## src/rtl/pipe_skid_stage.sv

```systemverilog
// Inter-stage pipeline register with valid/ready handshake and a two-entry skid buffer.
// Holds up to two entries in strict FIFO order and gates control to zero on bubbles.
module pipe_skid_stage #(
    parameter int unsigned DATA_W = 72,
    parameter int unsigned CTRL_W = 4,
    parameter int unsigned CNT_W  = 16
) (
    input  logic              clk,
    input  logic              rst,
    input  logic              flush,
    input  logic              in_valid,
    output logic              in_ready,
    input  logic [DATA_W-1:0] in_data,
    input  logic [CTRL_W-1:0] in_ctrl,
    output logic              out_valid,
    input  logic              out_ready,
    output logic [DATA_W-1:0] out_data,
    output logic [CTRL_W-1:0] out_ctrl,
    output logic [1:0]        occupancy,
    input  logic              clr_cnt,
    output logic [CNT_W-1:0]  stall_cnt
);

    typedef enum logic [1:0] {
        StEmpty = 2'd0,
        StOne   = 2'd1,
        StTwo   = 2'd2
    } state_e;

    state_e              r_state;
    state_e              w_state_d;
    logic [DATA_W-1:0]   r_main_data;
    logic [DATA_W-1:0]   w_main_data_d;
    logic [CTRL_W-1:0]   r_main_ctrl;
    logic [CTRL_W-1:0]   w_main_ctrl_d;
    logic [DATA_W-1:0]   r_skid_data;
    logic [DATA_W-1:0]   w_skid_data_d;
    logic [CTRL_W-1:0]   r_skid_ctrl;
    logic [CTRL_W-1:0]   w_skid_ctrl_d;
    logic [CNT_W-1:0]    r_stall_cnt;
    logic [CNT_W-1:0]    w_stall_cnt_d;

    logic                w_in_ready;
    logic                w_out_valid;
    logic                w_accept;
    logic                w_issue;
    logic                w_stalled;

    // Handshake decode depends on registered state only, never on out_ready.
    assign w_in_ready  = (r_state != StTwo);
    assign w_out_valid = (r_state != StEmpty);
    assign w_accept    = in_valid & w_in_ready;
    assign w_issue     = w_out_valid & out_ready;
    assign w_stalled   = w_out_valid & ~out_ready;

    always_comb begin
        w_state_d     = r_state;
        w_main_data_d = r_main_data;
        w_main_ctrl_d = r_main_ctrl;
        w_skid_data_d = r_skid_data;
        w_skid_ctrl_d = r_skid_ctrl;

        if (flush) begin
            // Data is cleared too so stale payload cannot linger on out_data.
            w_state_d     = StEmpty;
            w_main_data_d = '0;
            w_main_ctrl_d = '0;
            w_skid_data_d = '0;
            w_skid_ctrl_d = '0;
        end else begin
            unique case (r_state)
                StEmpty: begin
                    if (w_accept) begin
                        w_main_data_d = in_data;
                        w_main_ctrl_d = in_ctrl;
                        w_state_d     = StOne;
                    end
                end
                StOne: begin
                    if (w_issue && w_accept) begin
                        w_main_data_d = in_data;
                        w_main_ctrl_d = in_ctrl;
                    end else if (w_issue) begin
                        w_state_d = StEmpty;
                    end else if (w_accept) begin
                        w_skid_data_d = in_data;
                        w_skid_ctrl_d = in_ctrl;
                        w_state_d     = StTwo;
                    end
                end
                StTwo: begin
                    if (w_issue) begin
                        w_main_data_d = r_skid_data;
                        w_main_ctrl_d = r_skid_ctrl;
                        w_state_d     = StOne;
                    end
                end
                default: begin
                    w_state_d = StEmpty;
                end
            endcase
        end
    end

    always_comb begin
        w_stall_cnt_d = r_stall_cnt;
        if (clr_cnt) begin
            w_stall_cnt_d = '0;
        end else if (w_stalled && (r_stall_cnt != {CNT_W{1'b1}})) begin
            w_stall_cnt_d = r_stall_cnt + 1'b1;
        end
    end

    always_ff @(posedge clk or posedge rst) begin
        if (rst) begin
            r_state     <= StEmpty;
            r_main_data <= '0;
            r_main_ctrl <= '0;
            r_skid_data <= '0;
            r_skid_ctrl <= '0;
            r_stall_cnt <= '0;
        end else begin
            r_state     <= w_state_d;
            r_main_data <= w_main_data_d;
            r_main_ctrl <= w_main_ctrl_d;
            r_skid_data <= w_skid_data_d;
            r_skid_ctrl <= w_skid_ctrl_d;
            r_stall_cnt <= w_stall_cnt_d;
        end
    end

    always_comb begin
        occupancy = 2'd0;
        unique case (r_state)
            StEmpty: occupancy = 2'd0;
            StOne:   occupancy = 2'd1;
            StTwo:   occupancy = 2'd2;
            default: occupancy = 2'd0;
        endcase
    end

    assign in_ready  = w_in_ready;
    assign out_valid = w_out_valid;
    assign out_data  = r_main_data;
    // Bubble: an empty stage must never present MEM/WB side effects.
    assign out_ctrl  = w_out_valid ? r_main_ctrl : '0;
    assign stall_cnt = r_stall_cnt;

    a_state_legal : assert property (@(posedge clk) disable iff (rst) r_state != 2'd3);

endmodule
```

## config.mk

```make
export PLATFORM = sky130hd
export DESIGN_NAME = pipe_skid_stage
export DESIGN_NICKNAME = d
export VERILOG_FILES = /design/src/rtl/pipe_skid_stage.sv
export SDC_FILE = /design/constraint.sdc
export NUM_CORES = 1
export LEC_CHECK = 0
export CORE_MARGIN = 5
export CORE_UTILIZATION = 45
export CTS_BUF_LIST = sky130_fd_sc_hd__clkbuf_4 sky130_fd_sc_hd__clkbuf_8
export CTS_CLUSTER_DIAMETER = 120
export DETAILED_ROUTE_END_ITERATION = 8
export GPL_ROUTABILITY_DRIVEN = 0
export HOLD_SLACK_MARGIN = 0.08
export PLACE_DENSITY = 0.71
export SYNTH_ARGS = -nofsm -noshare
export SYNTH_HDL_FRONTEND = slang
export SYNTH_SLANG_ARGS = --single-unit
```

## constraint.sdc

```tcl
create_clock -name clk -period 11 [get_ports clk]
set_input_delay 2.75 -clock clk [delete_from_list [all_inputs] [get_ports clk]]
set_output_delay 2.75 -clock clk [all_outputs]
set_load 0.005 [all_outputs]
```

==> out/qor.yml, run 1 <==
placed_design:
  io_buffer_count: 177
  place_hpwl_um: 12100
  dpl.cell_count: 1139
final_layout:
  fillCellCount: 1528
  multi_input_area_um2: 3241
  insertedDiodeCount: 0
  fin_nets: 1016
  most-common-layout-cells: "236 x sky130_fd_sc_hd__nand2_1, 176 x sky130_fd_sc_hd__clkdlybuf4s50_1, 170 x sky130_fd_sc_hd__dfrtp_1, 89 x sky130_fd_sc_hd__a21oi_1, 84 x sky130_fd_sc_hd__o31ai_1"
  drive_above_1_share: 0.05497
  area.growth.synth_to_final_pct: 28.53
  final-seq-area_um2: 4254
  finish.cell_count_without_fillers: 1171
  final_common_cell: "sky130_fd_sc_hd__nand2_1"
hold_path:
  min-delay-path-class: "reg -> reg"
power:
  power-per-cell-area_nw_per_um2: 130.7
  internal_power_mw: 0.9635
  p_sw_mw: 0.3466
  comb_power_share: 0.145
  vdd_ir_drop_max_v: 0.00006549
  seq_power_share: 0.517
  swShare: 0.2646
  static-leakage-power_nw: 4.514
  clockPowerShare: 0.339
sta:
  timing.fmax_mhz: 191.6
  grt_setup_unrepaired: "false"
  setup-violations-final: 0
  timing.final.crit_period_ns: 5.221
  maxSlewViolCount: 0
  finClkSkew_ns: 0.01634
  tightest_slew_ns: 1.031
  setup-tns-final_ns: 0
  slew_hr: 0.3124
  finalCritPeriodShare: 0.4746
  final-hold-violation-count: 0
floorplanning:
  die_area_um2: 20070
  rows: 48
  die-width_um: 141.7
  initial_utilization: 0.4542
  fp.dieH_um: 141.7
  io_pins: 178
  fp.coreArea_um2: 17180
setup_path:
  critPathKind: "reg -> out"
  start_kind: "flip-flop"
  worst-r2r-setup-slack_ns: 8.17
  cp_data_required_time_ns: 8.25
  worst_ep_arrival_time_ns: 2.47
  worst-path-max-fanout: 31
  cp-end-kind: "output port"
clock_network:
  h-tree-depth: 4
  cts_repair_resize_count: 0
  numCtsBuffers: 17
  post_cts_buffers: 0
  insertion_delay_ns: 0.45
  clock_path_buffers: 2
  cts-hold-fix-buffers: 0
  clk_pin_slew_ns: 0.08
  cts_tree: "yes"
  ctsRootBufferMaster: "sky130_fd_sc_hd__clkbuf_8"
  clock_sinks: 170
global_route:
  grt_overflow_total: 0
  first_pass_grt_wire_length_um: 31680
  first_global_vias: 6044
  maximum_number_of_pins_on_one_net_before_global_route_repair: 115
  global_route_usage_sum: 0.1951
  grt_antenna_before_repair: 0
logic_synthesis:
  yosys_warnings: 0
  synthesis.instances: 794
  syn_avg_cell_area_um2: 9.825
  post_synth_net_total: 877
  number_of_enable_type_register_cells_in_the_synthesized_netlist: 0
  synth_area_um2: 7801
  synthArstFlopShare: 1.000
  synth_flop_cell: "sky130_fd_sc_hd__dfrtp_1"
  seq_area_frac_synth: 0.5453
  synth.ff_latch_count: 170
  number_of_different_library_cells_in_the_post_synthesis_netlist: 40
drt:
  drtIter0Drc: 406
  wl_per_cell_um: 16.46
  route.detailed.vias_per_inst: 5.327
  drt_pass1_iterations: 5
  post-route-drc-count: 0
  detail-route-antenna-nets: 0
  totalWireLength_um: 19270
  vias: 6238
status:
  status: "completed"
run:
  drv.max_cap_violation_count: 0
==> area by class of cell <==
type	instances	area share
Clock buffer	19	0.02483
Clock inverter	13	0.01423
Inverter	6	0.002995
Multi-Input combinational cell	553	0.3232
Sequential cell	170	0.4243
Tap cell	225	0.02808
Timing Repair Buffer	185	0.1824
==> sequential cells by signal, indices dropped and copies added, names as in the netlist <==
signal,flops
out_data,72
r_skid_data,72
stall_cnt,16
r_main_ctrl,4
r_skid_ctrl,4
r_state,2
==> metrics by stage <==
step | power [mW] | utilization | hold WS [ns] | worst slack, ns | area [um2]
after CTS | 1.329 | 0.5838 | 0.4857 | 5.739 | 10030
after global placement | 0.8786 | 0.5610 | 0.4579 | 5.591 | 9635
after global routing | 1.376 | 0.5838 | 0.5100 | 5.639 | 10030
after floorplan | 0.7718 | - | 0.4407 | 3.647 | 7801
final | 1.310 | 0.5838 | 0.4789 | 5.779 | 10030
after detailed placement | 0.8821 | 0.5610 | 0.4657 | 5.447 | 9635
==> critical path: stages, from the launching register on <==
cell	delay, ns
sky130_fd_sc_hd__dfrtp_1	0.58
sky130_fd_sc_hd__nor2b_1	0.51
sky130_fd_sc_hd__inv_4	0.35
sky130_fd_sc_hd__clkdlybuf4s50_1	0.59
==> cells by family (layout without fill, tap and decap cells) <==
group | after synthesis | in the layout | synth area share
and+or+nand+nor | 286 | 286 | 0.1569
AOI/OAI and AO/OA | 188 | 188 | 0.1516
DFF | 170 | 170 | 0.5453
muxes | 78 | 78 | 0.1002
buffers and inverters | 71 | 223 | 0.04443
adders and majority gates | 1 | 1 | 0.001604
==> power groups by stage <==
| stage | clock [mW] | sequential, mW | combinational (mW) |
|---|---|---|---|
| finish | 0.444 | 0.677 | 0.190 |
| global route | 0.486 | 0.682 | 0.208 |
| detailed placement | 0 | 0.689 | 0.193 |
| CTS | 0.459 | 0.677 | 0.193 |
| global placement | 0 | 0.689 | 0.190 |
| floorplan | 0 | 0.687 | 0.0848 |
==> cell usage after synthesis, drive strengths merged (2+ instances only) <==
master | instances | area (um2)
a21oi | 89 | 445.4
and3 | 2 | 12.51
and4 | 2 | 20.02
buf | 29 | 188.9
clkbuf | 36 | 135.1
dfrtp | 170 | 4254
inv | 6 | 22.52
mux2i | 77 | 770.7
nand2 | 236 | 885.9
nand3 | 7 | 35.03
nand4 | 5 | 52.55
nor2 | 8 | 30.03
nor2b | 7 | 43.79
nor4 | 3 | 18.77
o21ai | 6 | 30.03
o21bai | 2 | 15.01
o31ai | 84 | 630.6
or3 | 3 | 18.77
or4 | 9 | 71.32
==> routing by layer <==
metal,up-vias,track usage,wire (um),part of all wire
met3,21,0.03707,903,0.047
met5,-,0,0,0
met1,3031,0.2667,8463,0.44
li1,3040,-,-,-
met2,146,0.3153,9550,0.50
met4,0,0.06414,351,0.018
==> worst paths after layout <==
kind | from | to | cells after the start
max | r_state[1] | in_ready | 3
min | out_data[3] | out_data[3] | 2
max reg2reg | r_state[1] | out_data[15] | 4
min reg2reg | out_data[3] | out_data[3] | 2
max in group asynchronous | rst | out_data[64] | 3
min in group asynchronous | rst | out_data[6] | 2
(Power assumes the default switching activity.)
==> inputs of run 2 (changes only) <==
==> constraint.sdc (replaced) <==
create_clock -name clk -period 5.21 [get_ports clk]
set_input_delay 1.3025 -clock clk [delete_from_list [all_inputs] [get_ports clk]]
set_output_delay 1.3025 -clock clk [all_outputs]
set_load 0.005 [all_outputs]
==> out/qor.yml, run 2 (synthesis results as in run 1) <==
clock_network:
  clk_pin_slew_ns: 0.08  # about the same
  numCtsBuffers: 17  # unchanged
  post_cts_buffers: 0  # unchanged
  cts_tree: "yes"
  clock_path_buffers: 2  # unchanged
  h-tree-depth: 4  # unchanged
  insertion_delay_ns: 0.45  # about the same
  ctsRootBufferMaster: "sky130_fd_sc_hd__clkbuf_8"
  cts_repair_resize_count: 0  # unchanged
  cts-hold-fix-buffers: 0  # unchanged
  clock_sinks: 170  # unchanged
global_route:
  first_global_vias: 6062  # +0.30%
  global_route_usage_sum: 0.1927  # -0.002403
  grt_antenna_before_repair: 0  # unchanged
  first_pass_grt_wire_length_um: 31350  # -1.1%
  grt_overflow_total: 0  # unchanged
  maximum_number_of_pins_on_one_net_before_global_route_repair: 140  # +22%
setup_path:
  r2r_end: "out_data[12]"
  rr_startpoint: "r_state[1]"
  cp_num_buf_inv: 2  # unchanged
  critPathKind: "reg -> out"
  critical_path_cell_by_cell: "nor2b_1 -> inv_4 -> clkdlybuf4s50_1"
  max_stage_delay_ns: 0.59  # about the same
  start_kind: "flip-flop"
  cp_data_required_time_ns: 3.91  # -4.34 ns
  critical-path-top-delay-family: "buffers and inverters"
  worst-r2r-setup-slack_ns: 2.61  # -5.56 ns
  r2r_cells: 5  # +1
  cp-end-kind: "output port"
  worst_ep_arrival_time_ns: 2.41  # -0.06 ns
  crit_slowest_cell: "sky130_fd_sc_hd__dfrtp_1"
  worst-path-max-fanout: 33  # +6.5%
final_layout:
  most-common-layout-cells: "236 x sky130_fd_sc_hd__nand2_1, 176 x sky130_fd_sc_hd__clkdlybuf4s50_1, 170 x sky130_fd_sc_hd__dfrtp_1, 89 x sky130_fd_sc_hd__a21oi_1, 84 x sky130_fd_sc_hd__o31ai_1"
  final_cell_area_um2: 10040  # +0.11%
  drive_above_1_share: 0.05297  # -0.002002
  area.growth.synth_to_final_pct: 28.68
  finish.cell_count_without_fillers: 1169  # -0.17%
  final-seq-area_um2: 4254  # unchanged
  final_common_cell: "sky130_fd_sc_hd__nand2_1"
  multi_input_area_um2: 3241  # unchanged
  fin_nets: 1017  # +0.098%
  fillCellCount: 1528  # unchanged
  post-route-util: 0.5844  # +0.0006560
  insertedDiodeCount: 0  # unchanged
sta:
  final-hold-violation-count: 0  # unchanged
  finClkSkew_ns: 0.01091  # -0.005426 ns
  tightest_slew_ns: 1.006  # -0.02544 ns
  fin_worst_hold_slack_ns: 0.4767  # -0.002198 ns
  finalCritPeriodShare: 0.7132
  timing.fmax_mhz: 269.1
  slew_hr: 0.3278  # +0.01544
  maxSlewViolCount: 0  # unchanged
  finalWorstSetupSlack_ns: 1.494  # -4.285 ns
  grt_setup_unrepaired: "false"
  timing.final.crit_period_ns: 3.716
  setup-tns-final_ns: 0  # unchanged
  setup-violations-final: 0  # unchanged
power:
  power-per-cell-area_nw_per_um2: 274.7  # +110%
  static-leakage-power_nw: 4.527  # +0.27%
  p_total_mw: 2.758  # +110%
  vdd_ir_drop_max_v: 0.0001466  # +120%
floorplanning:
  die-width_um: 141.7  # unchanged
  fp.dieH_um: 141.7  # unchanged
  fp.coreArea_um2: 17180  # unchanged
  initial_utilization: 0.4542  # unchanged
  io_pins: 178  # unchanged
  die_area_um2: 20070  # unchanged
  rows: 48  # unchanged
placed_design:
  placed_cell_area_um2: 9654  # +0.19%
  io_buffer_count: 177  # unchanged
  placement.setup.worst_slack_ns: 1.473  # -3.974 ns
  place_hpwl_um: 11970  # -1.1%
  dpl.cell_count: 1140  # +0.088%
hold_path:
  timing.hold.worst.start: "out_data[57]"
  holdPathStages: 2  # unchanged
  min-delay-path-class: "reg -> reg"
  worstHoldEndpoint: "out_data[57]"
status:
  status: "completed"
drt:
  drtIter0Drc: 408  # +0.49%
  wl_per_cell_um: 16.40  # -0.36%
  totalWireLength_um: 19170  # -0.53%
  drt_pass1_iterations: 5  # unchanged
  detail-route-antenna-nets: 0  # unchanged
  route.detailed.vias_per_inst: 5.368  # +0.77%
  post-route-drc-count: 0  # unchanged
  vias: 6275  # +0.59%
run:
  drv.max_cap_violation_count: 0  # unchanged
[run 2: cell count changes in the layout (fill, tap and decap cells not counted), sizes merged]
cell,previous run,this run
clkinvlp,5,3
inv,9,5
clkbuf,19,22
buf,9,10
[run 2: power by group]
| group | internal (mW) | switching (mW) |
|---|---|---|
| Clock | 0.466 | 0.461 |
| Sequential | 1.39 | 0.0406 |
| Combinational | 0.209 | 0.193 |
| Total | 2.06 | 0.695 |
[run 2: cell type report]
cell class / instances / area share
multi-input combinational: 553 / 0.3228
sequential: 170 / 0.4238
clock inverter: 7 / 0.009348
tap: 225 / 0.02804
timing repair buffer: 186 / 0.1842
clock buffer: 22 / 0.02892
inverter: 6 / 0.002867
[run 2: worst max-delay path by stage]
stage,slack [ns],cells after the start,from,endpoint
floorplan,1.74,1,rst,out_data[0]
global placement,1.51,5,out_ready,r_skid_data[38]
detailed placement,1.47,5,out_ready,r_skid_data[31]
CTS,1.43,3,r_state[1],in_ready
global route,1.32,3,r_state[1],in_ready
finish,1.49,3,r_state[1],in_ready
[run 2: routing by layer]
layer / vias to the layer above / global-route usage / part of all wire
met5: - / 0 / 0
met4: 0 / 0.06869 / 0.024
met3: 29 / 0.03943 / 0.049
met2: 146 / 0.3055 / 0.49
met1: 3061 / 0.2644 / 0.44
li1: 3039 / - / -
[run 2: worst register-to-register path, cell delays in order (launching register included)]
cell and delay (ns):
sky130_fd_sc_hd__dfrtp_1 0.53, sky130_fd_sc_hd__nor2b_1 0.28, sky130_fd_sc_hd__inv_4 0.46, sky130_fd_sc_hd__buf_4 0.75, sky130_fd_sc_hd__mux2i_1 0.36, sky130_fd_sc_hd__o31ai_1 0.08
==> edit, RTL diff (settings of run 2) <==
Set the parameter `CTRL_W` to 3 (it was 4).
--- a/src/rtl/pipe_skid_stage.sv
+++ b/src/rtl/pipe_skid_stage.sv
@@ -4,3 +4,3 @@
     parameter int unsigned DATA_W = 72,
-    parameter int unsigned CTRL_W = 4,
+    parameter int unsigned CTRL_W = 3,
     parameter int unsigned CNT_W  = 16
Ports: changed (resized in_ctrl and out_ctrl); port bits go from 178 to 176. The function was not compared with the original's and may differ.
==> edit against run 2 <==
Clock power increased by 7.3%; sequential cell count decreased by 2; cell area decreased by 1.0%; worst setup slack improved by 0.074 ns; first-iteration DRC count decreased by 6.4%; combinational power decreased by 2%; total power increased by 1.6%; wire length decreased by 1.9%; area after synthesis decreased by 1.9%; highest routed layer unchanged.
==> edit: results (changes against run 2) <==
* Status: complete, no violations (unchanged)
* Largest net degree at the start of global routing at 138 (was 140)
* Vias in the first global route at 5,852 (was 6,062)
* Pleak at 4.48 nW (was 4.53 nW)
* H-tree depth at 4 (unchanged)
* Worst setup endpoint: in_ready (unchanged)
* Total wire length at 18,800 um (was 19,200 um)
* Setup bufs post-CTS at 0 (unchanged)
* Yosys cell types at 36 (was 40)
* CP Class: reg2out (unchanged)
* Post-Syn Nets at 866 (was 877)
* Setup TNS at 0 ns (unchanged)
* Clock latency on the worst-skew pair at 0.46 ns
* Grt total ovfl at 0 (unchanged)
* Fin Hold WS at 0.470 ns (was 0.477 ns)
* Rel. slew slack at 0.392 (was 0.328)
* CP arrival at 2.34 ns (was 2.41 ns)
* Total track usage at 0.193 (about the same)
* Clk slew on worst S/H paths at 0.07 ns
* R2R depth at 5 (unchanged)
* Share of layout cells above drive strength 1 at 0.0588 (was 0.0530)
* Post-Route Skew at 0.0158 ns (was 0.0109 ns)
* First-pass GRT wire length at 30,900 um (was 31,300 um)
* Post-synthesis mux area share at 0.102 (was 0.100)
* Largest cells by area after synthesis: dfrtp_1 (55%), nand2_1 (11%), mux2i_1 (9.9%) (unchanged)
* Post-layout nets at 1,004 (was 1,017)
* Initial antenna violation count at 0 (unchanged)
* DRT Pass-1 Iters at 4 (was 5)
* I/O Buffers at 175 (was 177)
* Worst min path class: reg2reg (unchanged)
* CTS Buffer Depth at 2 (unchanged)
* DRC viols at 0 (unchanged)
* Post-Synth Adder-Cell Area at 0.00164 (was 0.00160)
* Hpwl dp at 11,900 um (was 12,000 um)
* Crit Path Max Fanout at 33 (unchanged)
* Synth Area in Compound Gates at 0.148 (was 0.152)
* Sequential area share after synthesis at 0.549 (was 0.545)
* Post-synth top cells: nand2_1 (230), dfrtp_1 (168), a21oi_1 (89), o31ai_1 (81), mux2i_1 (76) (was nand2_1 (236), dfrtp_1 (170), a21oi_1 (89), o31ai_1 (84), mux2i_1 (77))
* Vias at 6,047 (was 6,275)
* 1st-iter DRT viols at 382 (was 408)
* Xor and xnor area share after synthesis at 0 (unchanged)
* CTS Buf Count at 17 (unchanged)
* Worst VDD drop at 215 uV (was 147 uV)
* Crit Reg-Reg Startpoint: r_state[1] (unchanged)
* Pre-CTS setup slack at 1.64 ns (was 1.47 ns)
* RR Endpoint: out_data[10] (was out_data[12])
* N_diodes at 0 (unchanged)
* R2r setup slk at 2.73 ns (was 2.61 ns)
* Clock Tree Root: clkbuf_8 (unchanged)
edit: logic make-up after synthesis:
group                      count (synthesis)
AOI/OAI and AO/OA                        181
adders and majority gates                  1
and+or+nand+nor                          285
buffers and inverters                     71
DFF                                      168
muxes                                     78
edit: cell type report:
| type | instances | area, um^2 |
|---|---|---|
| Sequential cell | 168 | 4200 |
| Multi-Input combinational cell | 545 | 3140 |
| Inverter | 5 | 25.0 |
| Fill cell | 1442 | 6710 |
| Clock buffer | 22 | 290 |
| Tap cell | 220 | 275 |
| Clock inverter | 10 | 139 |
| Timing Repair Buffer | 185 | 1860 |
edit: how the worst min path moves through the flow:
stage,from,end,depth (start not counted)
final,r_main_ctrl[2],r_main_ctrl[2],2
after global routing,r_main_ctrl[2],r_main_ctrl[2],2
after CTS,r_main_ctrl[2],r_main_ctrl[2],2
after detailed placement,r_main_ctrl[2],r_main_ctrl[2],2
after global placement,r_main_ctrl[2],r_main_ctrl[2],2
after floorplan,r_main_ctrl[0],r_main_ctrl[0],2
edit: metrics by stage:
stage | instance area, um^2 | instances
final | 9930 | 1155
after global routing | 9930 | 1155
after CTS | 9930 | 1155
after floorplan | 7650 | 784
after global placement | 9510 | 1123
after detailed placement | 9510 | 1123
edit: worst max-delay path, cell delays in order (launching register included):
cell and delay, ns:
dfrtp_1 0.51, nor2b_1 0.48, inv_4 0.34, clkdlybuf4s50_1 0.56
edit: power breakdown:
part | internal [mW] | switching, mW | total (mW)
combinational | 0.208 | 0.187 | 0.395
sequential | 1.37 | 0.0412 | 1.41
clock | 0.525 | 0.471 | 0.996
edit: metal layers:
| layer | GRT usage | vias to the layer above | part of all wire |
|---|---|---|---|
| met5 | 0 | - | 0 |
| met4 | 0.0586 | 0 | 0.015 |
| met3 | 0.0491 | 19 | 0.051 |
| met2 | 0.306 | 144 | 0.48 |
| met1 | 0.263 | 2886 | 0.45 |
| li1 | - | 2998 | - |
